File: config.mk
export PLATFORM = sky130hd
export DESIGN_NAME = motor_cmd_sequencer
export DESIGN_NICKNAME = d
export VERILOG_FILES = /design/src/rtl/motor_cmd_sequencer.sv
export SDC_FILE = /design/constraint.sdc
export NUM_CORES = 1
export LEC_CHECK = 0
export BUFFER_PORTS_ARGS = -buffer_cell sky130_fd_sc_hd__clkbuf_2
export CORE_AREA = 5 5 102 104
export CTS_CLUSTER_SIZE = 14
export DETAILED_ROUTE_END_ITERATION = 8
export DIE_AREA = 0 0 107 109
export GPL_ROUTABILITY_DRIVEN = 0
export MAX_ROUTING_LAYER = met4
export PLACE_DENSITY_LB_ADDON = 0.12
export SYNTH_ARGS = -nofsm -noshare
export SYNTH_HDL_FRONTEND = slang
export SYNTH_SLANG_ARGS = --single-unit
File: constraint.sdc
create_clock -name clk_100 -period 3 [get_ports clk_100]
set_clock_uncertainty 0.1 [all_clocks]
set_input_delay 0.75 -clock clk_100 [delete_from_list [all_inputs] [get_ports clk_100]]
set_output_delay 0.75 -clock clk_100 [all_outputs]
set_load 0.01 [all_outputs]
File: src/rtl/motor_cmd_sequencer.sv
// motor_cmd_sequencer
//   Decodes command bytes from the Bluetooth UART receiver into motor drive
//   controls. Direction reversals pass through a timed BRAKE dwell. A speed-2
//   request is held back until the motor has been running long enough.
//
// Parameters
//   DWELL_CYCLES : stop-dwell length before a reversal (1..65535)
//   RAMP_CYCLES  : minimum run time before speed 2 is allowed (1..65535)
//   WDOG_CYCLES  : command-free run cycles that trip the watchdog (1..65535)
//
// Ports
//   clk_100   in   system clock, rising-edge active
//   rst       in   asynchronous active-high reset
//   rx_data   in   [7:0] command byte
//   rx_valid  in   one-cycle strobe qualifying rx_data
//   choose    out  [1:0] 00 stop, 01 forward, 10 reverse
//   speed     out  [1:0] 00 off, 01 speed 1, 10 speed 2
//   dir       out  [2:0] 011 straight, 010/001 right 1/2, 101/110 left 1/2
//   busy      out  high while braking before a reversal
//   cmd_err   out  one-cycle pulse on an unrecognised byte
//   wdog_trip out  one-cycle pulse when the watchdog forces a stop
//
// Build option
//   MOTOR_WATCHDOG_EN : when defined, a run state with no recognised command
//                       for WDOG_CYCLES cycles drops back to IDLE. When it is
//                       not defined, wdog_trip is held at 0.

module motor_cmd_sequencer #(
  parameter int DWELL_CYCLES = 50,
  parameter int RAMP_CYCLES  = 100,
  parameter int WDOG_CYCLES  = 200
) (
  input  logic       clk_100,
  input  logic       rst,
  input  logic [7:0] rx_data,
  input  logic       rx_valid,
  output logic [1:0] choose,
  output logic [1:0] speed,
  output logic [2:0] dir,
  output logic       busy,
  output logic       cmd_err,
  output logic       wdog_trip
);

  localparam logic [15:0] DWELL_C = 16'(DWELL_CYCLES);
  localparam logic [15:0] RAMP_C  = 16'(RAMP_CYCLES);

  localparam logic [1:0] CH_STOP = 2'b00;
  localparam logic [1:0] CH_FWD  = 2'b01;
  localparam logic [1:0] CH_REV  = 2'b10;
  localparam logic [1:0] SP_OFF  = 2'b00;
  localparam logic [1:0] SP_1    = 2'b01;
  localparam logic [1:0] SP_2    = 2'b10;
  localparam logic [2:0] DIR_STRAIGHT = 3'b011;

  typedef enum logic [1:0] {IDLE, RUN_FWD, RUN_REV, BRAKE} state_t;

  state_t      state;
  logic        tgt_rev;        // run direction to enter once the dwell ends
  logic        boost_pending;  // speed-2 requested before the ramp completed
  logic [15:0] ramp_cnt;
  logic [15:0] dwell_cnt;

  // Command decode; every flag is qualified by rx_valid.
  logic       is_fwd, is_rev, is_stop, is_boost, is_steer, is_known;
  logic [2:0] steer_dir;

  always_comb begin
    is_fwd    = 1'b0;
    is_rev    = 1'b0;
    is_stop   = 1'b0;
    is_boost  = 1'b0;
    is_steer  = 1'b0;
    steer_dir = DIR_STRAIGHT;
    if (rx_valid) begin
      case (rx_data)
        8'hA1: begin is_steer = 1'b1; steer_dir = 3'b010; end
        8'hA3: begin is_steer = 1'b1; steer_dir = 3'b101; end
        8'hA4: begin is_steer = 1'b1; steer_dir = 3'b001; end
        8'hA6: begin is_steer = 1'b1; steer_dir = 3'b110; end
        8'hA2: is_fwd   = 1'b1;
        8'hA7: is_rev   = 1'b1;
        8'hA5: is_stop  = 1'b1;
        8'hA8: is_boost = 1'b1;
        default: ;
      endcase
    end
    is_known = is_fwd | is_rev | is_stop | is_boost | is_steer;
  end

  logic        in_run;
  logic [15:0] ramp_inc;
  logic        ramp_due;   // counter is at, or reaches at this edge, RAMP_CYCLES
  logic        dwell_done;
  logic        tgt_rev_nxt;

  assign in_run      = (state == RUN_FWD) || (state == RUN_REV);
  assign ramp_inc    = (ramp_cnt < RAMP_C) ? ramp_cnt + 16'd1 : ramp_cnt;
  assign ramp_due    = (ramp_inc >= RAMP_C);
  assign dwell_done  = (dwell_cnt == DWELL_C - 16'd1);
  // A direction command in the very cycle the dwell ends still wins.
  assign tgt_rev_nxt = is_rev ? 1'b1 : (is_fwd ? 1'b0 : tgt_rev);

  logic wdog_fire;

`ifdef MOTOR_WATCHDOG_EN
  localparam logic [15:0] WDOG_C = 16'(WDOG_CYCLES);

  logic [15:0] wdog_cnt;

  // Unrecognised bytes deliberately do not feed the watchdog.
  assign wdog_fire = in_run && !is_known && (wdog_cnt == WDOG_C - 16'd1);

  always_ff @(posedge clk_100 or posedge rst) begin
    if (rst) begin
      wdog_cnt  <= 16'd0;
      wdog_trip <= 1'b0;
    end else begin
      wdog_trip <= wdog_fire;
      if (!in_run || is_known || wdog_fire)
        wdog_cnt <= 16'd0;
      else
        wdog_cnt <= wdog_cnt + 16'd1;
    end
  end
`else
  logic unused_wdog;

  assign unused_wdog = ^(16'(WDOG_CYCLES));
  assign wdog_fire   = 1'b0;
  assign wdog_trip   = 1'b0;
`endif

  always_ff @(posedge clk_100 or posedge rst) begin
    if (rst) begin
      state         <= IDLE;
      choose        <= CH_STOP;
      speed         <= SP_OFF;
      dir           <= DIR_STRAIGHT;
      busy          <= 1'b0;
      cmd_err       <= 1'b0;
      tgt_rev       <= 1'b0;
      boost_pending <= 1'b0;
      ramp_cnt      <= 16'd0;
      dwell_cnt     <= 16'd0;
    end else begin
      cmd_err <= rx_valid & ~is_known;

      if (wdog_fire || is_stop) begin
        // Stop keeps the steering setting but drops any pending work.
        state         <= IDLE;
        choose        <= CH_STOP;
        speed         <= SP_OFF;
        busy          <= 1'b0;
        boost_pending <= 1'b0;
        ramp_cnt      <= 16'd0;
        dwell_cnt     <= 16'd0;
      end else begin
        case (state)
          IDLE: begin
            if (is_fwd || is_rev) begin
              state         <= is_rev ? RUN_REV : RUN_FWD;
              choose        <= is_rev ? CH_REV : CH_FWD;
              speed         <= SP_1;
              dir           <= DIR_STRAIGHT;
              ramp_cnt      <= 16'd0;
              boost_pending <= 1'b0;
            end else if (is_steer) begin
              dir <= steer_dir;
            end
          end

          RUN_FWD, RUN_REV: begin
            ramp_cnt <= ramp_inc;
            if (boost_pending && ramp_due) begin
              speed         <= SP_2;
              boost_pending <= 1'b0;
            end

            if ((is_fwd && state == RUN_FWD) || (is_rev && state == RUN_REV)) begin
              // Same-direction command restarts the run at speed 1.
              choose        <= is_rev ? CH_REV : CH_FWD;
              speed         <= SP_1;
              dir           <= DIR_STRAIGHT;
              ramp_cnt      <= 16'd0;
              boost_pending <= 1'b0;
            end else if (is_fwd || is_rev) begin
              state         <= BRAKE;
              choose        <= CH_STOP;
              speed         <= SP_OFF;
              dir           <= DIR_STRAIGHT;
              busy          <= 1'b1;
              tgt_rev       <= is_rev;
              dwell_cnt     <= 16'd0;
              ramp_cnt      <= 16'd0;
              boost_pending <= 1'b0;
            end else if (is_steer) begin
              dir <= steer_dir;
            end else if (is_boost) begin
              if (ramp_due)
                speed <= SP_2;
              else
                boost_pending <= 1'b1;
            end
          end

          BRAKE: begin
            tgt_rev <= tgt_rev_nxt;
            if (dwell_done) begin
              state         <= tgt_rev_nxt ? RUN_REV : RUN_FWD;
              choose        <= tgt_rev_nxt ? CH_REV : CH_FWD;
              speed         <= SP_1;
              dir           <= DIR_STRAIGHT;
              busy          <= 1'b0;
              ramp_cnt      <= 16'd0;
              boost_pending <= 1'b0;
              dwell_cnt     <= 16'd0;
            end else begin
              dwell_cnt <= dwell_cnt + 16'd1;
            end
          end

          default: state <= IDLE;
        endcase
      end
    end
  end

endmodule

==> summary.md, run 1 <==
| Metric | Value |
|---|---|
| Status | `complete, no violations` |
| Placement Setup Slack | `approximately 0.26 ns` |
| Clk slew on worst S/H paths | `0.10 ns` |
| Reg area | `1129 sq um` |
| Largest net degree at the start of global routing | `46` |
| H-tree depth | `2` |
| Routed Antenna Nets | `0` |
| Cell area power density | `604.9 nW/um^2` |
| # DRC | `0` |
| Via/cell ratio | `5.213` |
| CP Launch Type | `flop` |
| Post-Syn Instances | `304` |
| Commonest non-fill, non-tap cell in the layout | `dfrtp_1` |
| Commonest non-fill, non-tap cells in the layout | `dfrtp_1, nor2_1, nand2_1, clkbuf_2, and2_1` |
| Crit-path max FO | `7` |
| First-pass GRT wire length | `11600 um` |
| Total number of vias | `about 2300` |
| Final hold vios | `0` |
| Detailed-placement wirelength estimate | `4887 um` |
| Worst-case clock buffer depth | `2` |
| Core Box Area | `9459 sq um` |
| CP bufs+invs | `0` |
| CP peak stage delay | `0.59 ns` |
| Layout cells sized above 1 | `13.00%` |
| Max Cap Viol | `0` |
| Slew at the pin closest to its max-slew limit | `between 0.5 and 0.6 ns` |
| Skew-Pair Late Insertion Delay | `about 0.3 ns` |
| Num Clock Sinks | `45` |
| WL/cell | `between 15 and 20 um` |
| Hold Path Class | `reg -> reg` |
| GRT Total Usage | `12.77%` |
| Die Area | `roughly 12000 sq um` |
| Chip Width | `107 um` |
| Final WL | `6801 um` |
| Fmax | `approximately 400 MHz` |
| Area of the mapped netlist | `2726 sq um` |
| Post-synthesis sequential area ratio | `41.40%` |
| CP max stage cell | `or4b_4` |
| Mapped Nets | `about 320` |
| CP Class | `reg -> reg` |
| Crit path to | `boost_pending` |
| Ys flop type | `dfrtp_1` |
| FF+latch count, synth | `45` |
| Slew headroom | `about three fifths` |
| Synth-to-Final Area Change | `11.57%` |
| Die span in y | `about 110 um` |
| Final setup vio count | `0` |
| Peak supply drop | `0.0003684 V` |
| Synth warn | `0` |
| Setup ws final | `0.4753 ns` |
| Static leakage | `1.361 nW` |
| Reg2reg setup slack | `between 0.4 and 0.5 ns` |
| Critical Path Sink Type | `flop` |
| Initial Util | `between 20 and 30%` |
| Crit share post-route | `between 80% and 90%` |
| Total CTS buffers | `5` |
| Post-synth cell types | `between 60 and 70` |
| Post-synth ARST share | `100.0%` |
| Critical path data arrival time | `2.62 ns` |
| R2R depth | `5` |
| Clock Tree Root | `clkbuf_8` |
| Critical path's top delay family | `compound AO/OA/AOI/OAI gates` |
| I/O pins | `21` |
| Required @ worst endpoint | `3.09 ns` |
| Critical R2R Capture | `boost_pending` |
| Global-route congestion overflow total | `0` |
| Max-slew violation count | `0` |
| Std-Cell Rows | `36` |
| Initial antenna violation count | `0` |
| Setup TNS | `0 ns` |
| Reg2Reg Launch Point | `dwell_cnt[2]` |
| Layout net count | `341` |
| Cts repair resizes | `0` |
| Crit path time final | `2.525 ns` |
| # diodes | `0` |
| CP Depth | `5` |
| CTS tree | `done` |
| Power, Total | `~1.8 mW` |
| Cts hold-fix bufs | `0` |
| Critical Path Source | `dwell_cnt[2]` |
| Total setup buffers inserted after CTS | `0` |
| DRT iter0 DRCs | `62` |
| Number of synthesized flops with an enable pin | `0` |
| Multi-input gate area | `1505 sq um` |
| RSZ-0062 raised after global routing | `no` |
| Crit-path cells | `or4b_4 > o41a_1 > a21o_1 > and2_1 > a22o_1` |
| Number of fill cells in the layout | `1009` |
| Port Buffer Count | `19` |
| 1st-pass router iterations | `4` |
| Syn Area/Cell | `8.968 sq um` |
| Number of global-route vias before repair | `2301` |
==> metal layers <==
metal / track usage, % / routed length (um)
met3: 2.131 / 151
met4: 3.379 / 63
met2: 19.92 / 3092
met5: - / 0
met1: 17.31 / 3493
==> power by group <==
group / switching, mW / total (mW) / leakage [nW] / internal (mW)
clock: 0.230 / 0.395 / 0.0374 / 0.165
sequential: 0.0619 / 0.726 / 0.607 / 0.665
combinational: 0.441 / 0.719 / 0.716 / 0.278
total: 0.733 / 1.84 / 1.36 / 1.11
==> per-stage QoR <==
| stage | cell area, sq um | std cells | hold WS (ns) | util (%) |
|---|---|---|---|---|
| 3_5_place_dp | 2954 | 429 | 0.3747 | 31.23 |
| 5_1_grt | 3042 | 437 | 0.4113 | 32.16 |
| 3_3_place_gp | 2954 | 429 | 0.3694 | 31.23 |
| 4_1_cts | 3042 | 437 | 0.3966 | 32.16 |
| 2_1_floorplan | 2726 | 304 | 0.3539 | - |
| 6_report | 3042 | 437 | 0.3833 | 32.16 |
==> area by class of cell <==
class / instances / share of cell area, %
Multi-Input combinational cell: 236 / 49.49
Clock inverter: 2 / 0.4936
Tap cell: 114 / 4.689
Timing Repair Buffer: 26 / 4.854
Clock buffer: 6 / 2.386
Sequential cell: 45 / 37.10
Inverter: 8 / 0.9872
==> state kept, by name, indices dropped and copies added, names as in the netlist <==
name,cells
dwell_cnt,16
ramp_cnt,16
dir,3
choose,2
speed,2
state,2
boost_pending,1
busy,1
cmd_err,1
tgt_rev,1
==> worst min-delay path: cells and delay by family, from the launching register on <==
family | cells | cell delay, ns
flip-flops | 1 | 0.36
AND/OR/NAND/NOR | 2 | 0.09
==> cells by family after synthesis <==
group / count (synthesis) / share of synthesized area, %
muxes: 1 / 0.3672
AOI/OAI and AO/OA: 69 / 18.86
xor gates and xnor gates: 15 / 4.819
DFF: 45 / 41.40
and+or+nand+nor: 142 / 27.35
other: 1 / 0.1375
adders and majority gates: 8 / 3.672
buffers and inverters: 23 / 3.396
==> worst min path at each step <==
stage                            start      endpoint  slack (ns)  cells past startpoint
after floorplan           ramp_cnt[15]  ramp_cnt[15]        0.35                      1
after global placement    ramp_cnt[10]  ramp_cnt[10]        0.37                      1
after detailed placement        dir[2]        dir[2]        0.37                      2
after CTS                       dir[2]        dir[2]        0.40                      2
after global routing       ramp_cnt[8]   ramp_cnt[8]        0.41                      1
final                           dir[2]        dir[2]        0.38                      2
==> cells in the mapped netlist (2+ instances only) <==
cell / number / share of area, %
a211oi_1: 2 / 0.55
a21o_1: 3 / 0.83
a21oi_1: 11 / 2.0
a22o_1: 2 / 0.64
a32o_1: 7 / 2.6
a41oi_1: 2 / 0.64
and2_1: 13 / 3.0
and3_1: 5 / 1.1
and3b_1: 3 / 0.96
and4_1: 3 / 0.96
buf_2: 2 / 0.37
clkbuf_1: 11 / 1.5
dfrtp_1: 43 / 39
dfstp_2: 2 / 1.9
ha_1: 8 / 3.7
inv_1: 8 / 1.1
nand2_1: 29 / 4.0
nand3_1: 11 / 2.0
nand4_1: 8 / 1.8
nor2_1: 40 / 5.5
nor2b_1: 5 / 1.1
nor3_1: 6 / 1.1
nor4_1: 3 / 0.69
o2111ai_1: 2 / 0.64
o21a_1: 4 / 1.1
o21ai_0: 10 / 1.8
o21ai_1: 7 / 1.3
o22ai_1: 2 / 0.46
o32ai_1: 3 / 0.96
o41a_1: 2 / 0.83
or3_1: 3 / 0.69
xnor2_1: 3 / 0.96
xor2_1: 12 / 3.9
No activity file was read; power rests on OpenSTA's default activity.
==> run 2: changes to the inputs <==
==> constraint.sdc (replaced) <==
create_clock -name clk_100 -period 2.2 [get_ports clk_100]
set_clock_uncertainty 0.1 [all_clocks]
set_input_delay 0.55 -clock clk_100 [delete_from_list [all_inputs] [get_ports clk_100]]
set_output_delay 0.55 -clock clk_100 [all_outputs]
set_load 0.01 [all_outputs]
==> run 2 against run 1 <==
The run now ends with negative setup slack left. Fmax grew 8.9%. Total power is 63% higher. Flip-flop and latch count unchanged. Critical path type unchanged. Critical endpoint is now ramp_cnt[1]. Highest routed layer unchanged.
==> summary.md, run 2 (synthesis gave the netlist of run 1 again) <==
| Metric | Value |
|---|---|
| H-tree depth | `2` |
| WL/cell | `15.64 um` |
| Final hold vios | `0` |
| Met2 Usage GRT | `21.04%` |
| Routed Antenna Nets | `0` |
| Die Area | `11660 sq um` |
| Hold Path Class | `in -> async` |
| Largest net degree at the start of global routing | `46` |
| Commonest non-fill, non-tap cell in the layout | `buf_4` |
| Total CTS buffers | `5` |
| 1st-pass router iterations | `4` |
| CP Class | `reg -> reg` |
| Detailed-placement wirelength estimate | `between 5000 and 6000 um` |
| Initial antenna violation count | `0` |
| Fmax | `431.5 MHz` |
| Clock Tree Root | `clkbuf_8` |
| # diodes | `0` |
| Port Buffer Count | `19` |
| Synth-to-Final Area Change | `40.52%` |
| Commonest non-fill, non-tap cells in the layout | `buf_4, dfrtp_1, nand2_1, nor2_1, clkbuf_2` |
| Via/cell ratio | `5.145` |
| Final setup vio count | `37` |
| Non-Filler Instances | `slightly below 500` |
| Clk slew on worst S/H paths | `0.09 ns` |
| Critical path data arrival time | `2.41 ns` |
| Final WL | `7679 um` |
| Reg2Reg Launch Point | `dwell_cnt[6]` |
| Crit share post-route | `105.3%` |
| Final design utilization | `40.50%` |
| Status | `finished with violations` |
| Initial Util | `28.82%` |
| Cells after DPL | `474` |
| Power, Total | `2.997 mW` |
| Setup ws final | `-0.1175 ns` |
| Slew at the pin closest to its max-slew limit | `approximately 0.51 ns` |
| Total number of vias | `2526` |
| Core Box Area | `9459 sq um` |
| Number of global-route vias before repair | `about 2500` |
| DRT iter0 DRCs | `93` |
| Required @ worst endpoint | `2.29 ns` |
| Setup TNS | `-1.506 ns` |
| Critical Path Sink Type | `flop` |
| Std-Cell Rows | `36` |
| Biggest regs | `dwell_cnt: 16 flops, ramp_cnt: 16 flops, dir: 3 flops` |
| RSZ-0062 raised after global routing | `yes` |
| Skew-Pair Late Insertion Delay | `approximately 0.30 ns` |
| Chip Width | `107 um` |
| Reg2reg setup slack | `-0.12 ns` |
| Max-slew violation count | `0` |
| GRT Total Usage | `13.71%` |
| Global route hottest layer | `met2` |
| Met1 Resource Use GR | `18.78%` |
| CP Launch Type | `flop` |
| I/O pins | `21` |
| Static leakage | `between 1.5 and 2 nW` |
| Crit-path max FO | `5` |
| Die span in y | `109 um` |
| Max Cap Viol | `0` |
| Global-route congestion overflow total | `0` |
| Critical Path Source | `dwell_cnt[6]` |
| # DRC | `0` |
| Layout cells sized above 1 | `approximately 41%` |
| CTS tree | `done` |
| Grt met3 use | `2.250%` |
| Cell area power density | `782.4 nW/um^2` |
| Worst-case clock buffer depth | `2` |
| Crit path time final | `2.317 ns` |
| First-pass GRT wire length | `12450 um` |
| R2R depth | `5` |
| Critical R2R Capture | `ramp_cnt[1]` |
| Slew headroom | `65.22%` |
| Failing checks | `negative setup slack` |
| Hold WS | `0.1521 ns` |
| Num Clock Sinks | `45` |
| Layout net count | `slightly below 400` |
| Peak supply drop | `about 0.00046 V` |
-- run 2: cell types whose count changed in the layout (fill, tap and decap cells not counted), sizes merged --
cell / previous run / this run
buf: 7 / 60
clkbuf: 25 / 26
-- run 2: what timing repair did --
action                                  4_1_cts  5_1_grt
endpoints found under the hold margin         0        0
pin swaps                                     9       35
hold buffers                                  0        0
gates resized for setup                       8       73
setup buffers                                 4        4
endpoints found under the setup margin       26       41
cloned                                        0        2
-- run 2: area by class of cell --
class / count / area (sq um)
fillers: 928 / 5628
multi-input cells: 236 / 1821
flip-flops and latches: 45 / 1129
repair buffers: 80 / 621.8
well taps: 114 / 142.6
clock buffers: 6 / 72.57
inverters: 8 / 30.03
clock inverters: 2 / 15.01
-- run 2: worst max-delay path by stage --
stage	end	cells past startpoint
2_1_floorplan	boost_pending	7
3_3_place_gp	state[1]	7
3_5_place_dp	state[1]	7
4_1_cts	ramp_cnt[1]	5
5_1_grt	ramp_cnt[1]	5
6_report	ramp_cnt[1]	5
-- run 2: critical path, stage by stage (launching register included) --
cell	delay (ns)
dfrtp_1	0.40
or4b_4	0.58
o41a_1	0.48
a21o_1	0.24
o21bai_4	0.20
a32o_1	0.21
-- run 2: layer usage --
metal	vias up	part of all wire (%)
li1	1241	-
met1	1254	51
met2	26	46
met3	5	2.0
met4	0	0.79
met5	-	0
-- run 2: where the power goes --
group	switching, mW	internal [mW]	total (mW)	leakage, nW
sequential	0.0781	0.906	0.984	0.607
combinational	0.784	0.699	1.48	1.05
clock	0.305	0.225	0.530	0.0374
-- run 2: metrics by stage --
step | setup WS [ns] | area (sq um)
detailed placement | -0.2353 | 3326
finish | -0.1175 | 3831
global placement | -0.2301 | 3326
floorplan | -0.03068 | 2735
CTS | -0.1088 | 3473
global route | -0.1816 | 3831
==> run 3: changes to the inputs <==
--- a/config.mk
+++ b/config.mk
@@ -5,7 +5,7 @@
 export SDC_FILE = /design/constraint.sdc
 export NUM_CORES = 1
 export LEC_CHECK = 0
-export BUFFER_PORTS_ARGS = -buffer_cell sky130_fd_sc_hd__clkbuf_2
+export BUFFER_PORTS_ARGS = -buffer_cell sky130_fd_sc_hd__buf_2
 export CORE_AREA = 5 5 102 104
 export CTS_CLUSTER_SIZE = 14
 export DETAILED_ROUTE_END_ITERATION = 8
==> run 3 against run 2 <==
The run still ends with negative setup slack left. Die area stayed put. Clock-buffer cell count decreased by 1. First-iteration DRC count increased by 2.2%. Combinational power barely moved. Setup slack gained 0.016 ns. Critical path depth unchanged. Critical path type unchanged. Largest cell class unchanged.
==> summary.md, run 3 (synthesis gave the netlist of run 1 again) <==
| Metric | Value |
|---|---|
| Die Area | `between 10000 and 15000 sq um` |
| Final WL | `7470 um` |
| H-tree depth | `2` |
| Num Clock Sinks | `45` |
| Routed Antenna Nets | `0` |
| Total number of vias | `2517` |
| Setup TNS | `-0.5492 ns` |
| Initial Util | `28.82%` |
| Final setup vio count | `12` |
| Final design utilization | `40.48%` |
| GRT Total Usage | `13.94%` |
| Slew headroom | `67.08%` |
| Critical R2R Capture | `ramp_cnt[1]` |
| Layout cells sized above 1 | `36.60%` |
| WL/cell | `14.88 um` |
| Port Buffer Count | `19` |
| Worst-case clock buffer depth | `2` |
| CP max stage cell | `or4b_4` |
| Sequential Power Share | `31.4%` |
| R2R depth | `5` |
| First-pass GRT wire length | `12560 um` |
| Cells after DPL | `483` |
| Largest net degree at the start of global routing | `23` |
| DRT iter0 DRCs | `95` |
| Hold WS | `0.06804 ns` |
| Hold Path Class | `in -> async` |
| Critical path's top delay family | `compound AO/OA/AOI/OAI gates` |
| Crit share post-route | `104.6%` |
| Crit-path max FO | `5` |
| Detailed-placement wirelength estimate | `5500 um` |
| Crit-path cells | `or4b_4 > o41a_1 > a21o_1 > o21bai_4 > a32o_1` |
| # DRC | `0` |
| Critical path data arrival time | `around 2.4 ns` |
| Biggest regs | `dwell_cnt: 16 flops, ramp_cnt: 16 flops, dir: 3 flops` |
| Clock Tree Root | `clkbuf_8` |
| CTS tree | `done` |
| Commonest non-fill, non-tap cell in the layout | `buf_4` |
| Non-Filler Instances | `between 500 and 600` |
| Via/cell ratio | `5.014` |
| 1st-pass router iterations | `4` |
| CP bufs+invs | `0` |
| Slew at the pin closest to its max-slew limit | `0.4886 ns` |
| Chip Width | `107 um` |
| CP peak stage delay | `about 0.57 ns` |
| Crit path time final | `2.301 ns` |
| Reg2Reg Launch Point | `dwell_cnt[6]` |
| Number of global-route vias before repair | `roughly 2500` |
| Clk pwr share | `21.0%` |
| Max Cap Viol | `0` |
| Static leakage | `1.771 nW` |
| Skew-Pair Late Insertion Delay | `0.31 ns` |
| Layout net count | `just over 400` |
| CP Launch Type | `flop` |
| I/O pins | `21` |
| Setup ws final | `-0.1015 ns` |
| Die span in y | `109 um` |
| Commonest non-fill, non-tap cells in the layout | `buf_4, dfrtp_1, nor2_1, nand2_1, buf_2` |
| CP Class | `reg -> reg` |
| Std-Cell Rows | `36` |
| RSZ-0062 raised after global routing | `yes` |
| Internal power | `around 2.0 mW` |
| # diodes | `0` |
| Total CTS buffers | `5` |
| Initial antenna violation count | `0` |
| Status | `finished with violations` |
| Synth-to-Final Area Change | `40.43%` |
| Final hold vios | `0` |
| Critical Path Sink Type | `flop` |
| Reg2reg setup slack | `-0.10 ns` |
| Core Box Area | `9459 sq um` |
| Fmax | `434.5 MHz` |
| Cell area power density | `824.8 nW/um^2` |
| Global-route congestion overflow total | `0` |
| Psw | `1.176 mW` |
| Sw frac | `a little under two fifths` |
| Failing checks | `negative setup slack` |
| Max-slew violation count | `0` |
| Required @ worst endpoint | `2.29 ns` |
| Peak supply drop | `0.0005163 V` |
| Clk slew on worst S/H paths | `0.09 ns` |
| Combinational power share | `47.6%` |
-- run 3: cell types whose count changed in the layout (fill, tap and decap cells not counted), moves of 2 or more --
cell        delta
inv_6          +2
a21oi_2        -2
and2_1         +5
xor2_1         +3
buf_4          +9
nor2_1        +12
nor2_2         -3
clkbuf_2      -19
a21oi_1        +2
buf_2         +19
nor2_4         -9
xor2_2         -3
clkinvlp_4     -2
and2_4         -5
-- run 3: what timing repair did --
item,in CTS,in global routing
hold buffers,0,0
cloned,1,1
pin swaps,14,12
setup buffers,5,5
endpoints found under the setup margin,36,42
resized for setup,12,39
-- run 3: through the flow --
step	setup WS (ns)	cell area, sq um	power (mW)
floorplan	-0.03068	2735	1.705
global placement	-0.1495	3393	2.180
detailed placement	-0.1583	3393	2.165
CTS	-0.1273	3622	2.981
global route	-0.1738	3829	3.387
finish	-0.1015	3829	3.158
-- run 3: how the worst max path moves through the flow --
stage                  start       endpoint  slack [ns]  depth (start not counted)
2_1_floorplan   dwell_cnt[1]  boost_pending       -0.03                          7
3_3_place_gp    dwell_cnt[3]      choose[0]       -0.15                          5
3_5_place_dp    dwell_cnt[2]      choose[0]       -0.16                          5
4_1_cts        dwell_cnt[15]       speed[0]       -0.13                          5
5_1_grt         dwell_cnt[3]    ramp_cnt[1]       -0.17                          5
6_report        dwell_cnt[6]    ramp_cnt[1]       -0.10                          5
-- run 3: worst register-to-register path: stages (launching register included) --
cell and delay (ns):
dfrtp_1 0.39, or4b_4 0.57, o41a_1 0.49, a21o_1 0.24
o21bai_4 0.19, a32o_1 0.22
-- run 3: cell type report --
cell class,instances,area [sq um]
Clock buffer,5,68.82
Clock inverter,3,47.55
Fill cell,963,5630
Inverter,8,32.53
Multi-Input combinational cell,237,1712
Sequential cell,45,1130
Tap cell,114,142.6
Timing Repair Buffer,90,695.7
-- run 3: power by group through the flow --
stage          clock network, mW  registers (mW)  logic [mW]
2_1_floorplan                  0           0.996       0.709
3_3_place_gp                   0           0.990        1.19
3_5_place_dp                   0           0.987        1.18
4_1_cts                    0.689           0.969        1.32
5_1_grt                    0.720            1.01        1.66
6_report                   0.663           0.990        1.50
-- run 3: per-layer routing --
metal  track usage, %  part of all wire [%]  wire (um)  up-vias
met5                -                     0          0        -
met4            4.384                   1.5        114        0
met3            2.427                   2.0        147        9
met2            21.58                    47       3485       24
met1            18.67                    50       3723     1212
li1                 -                     -          -     1272
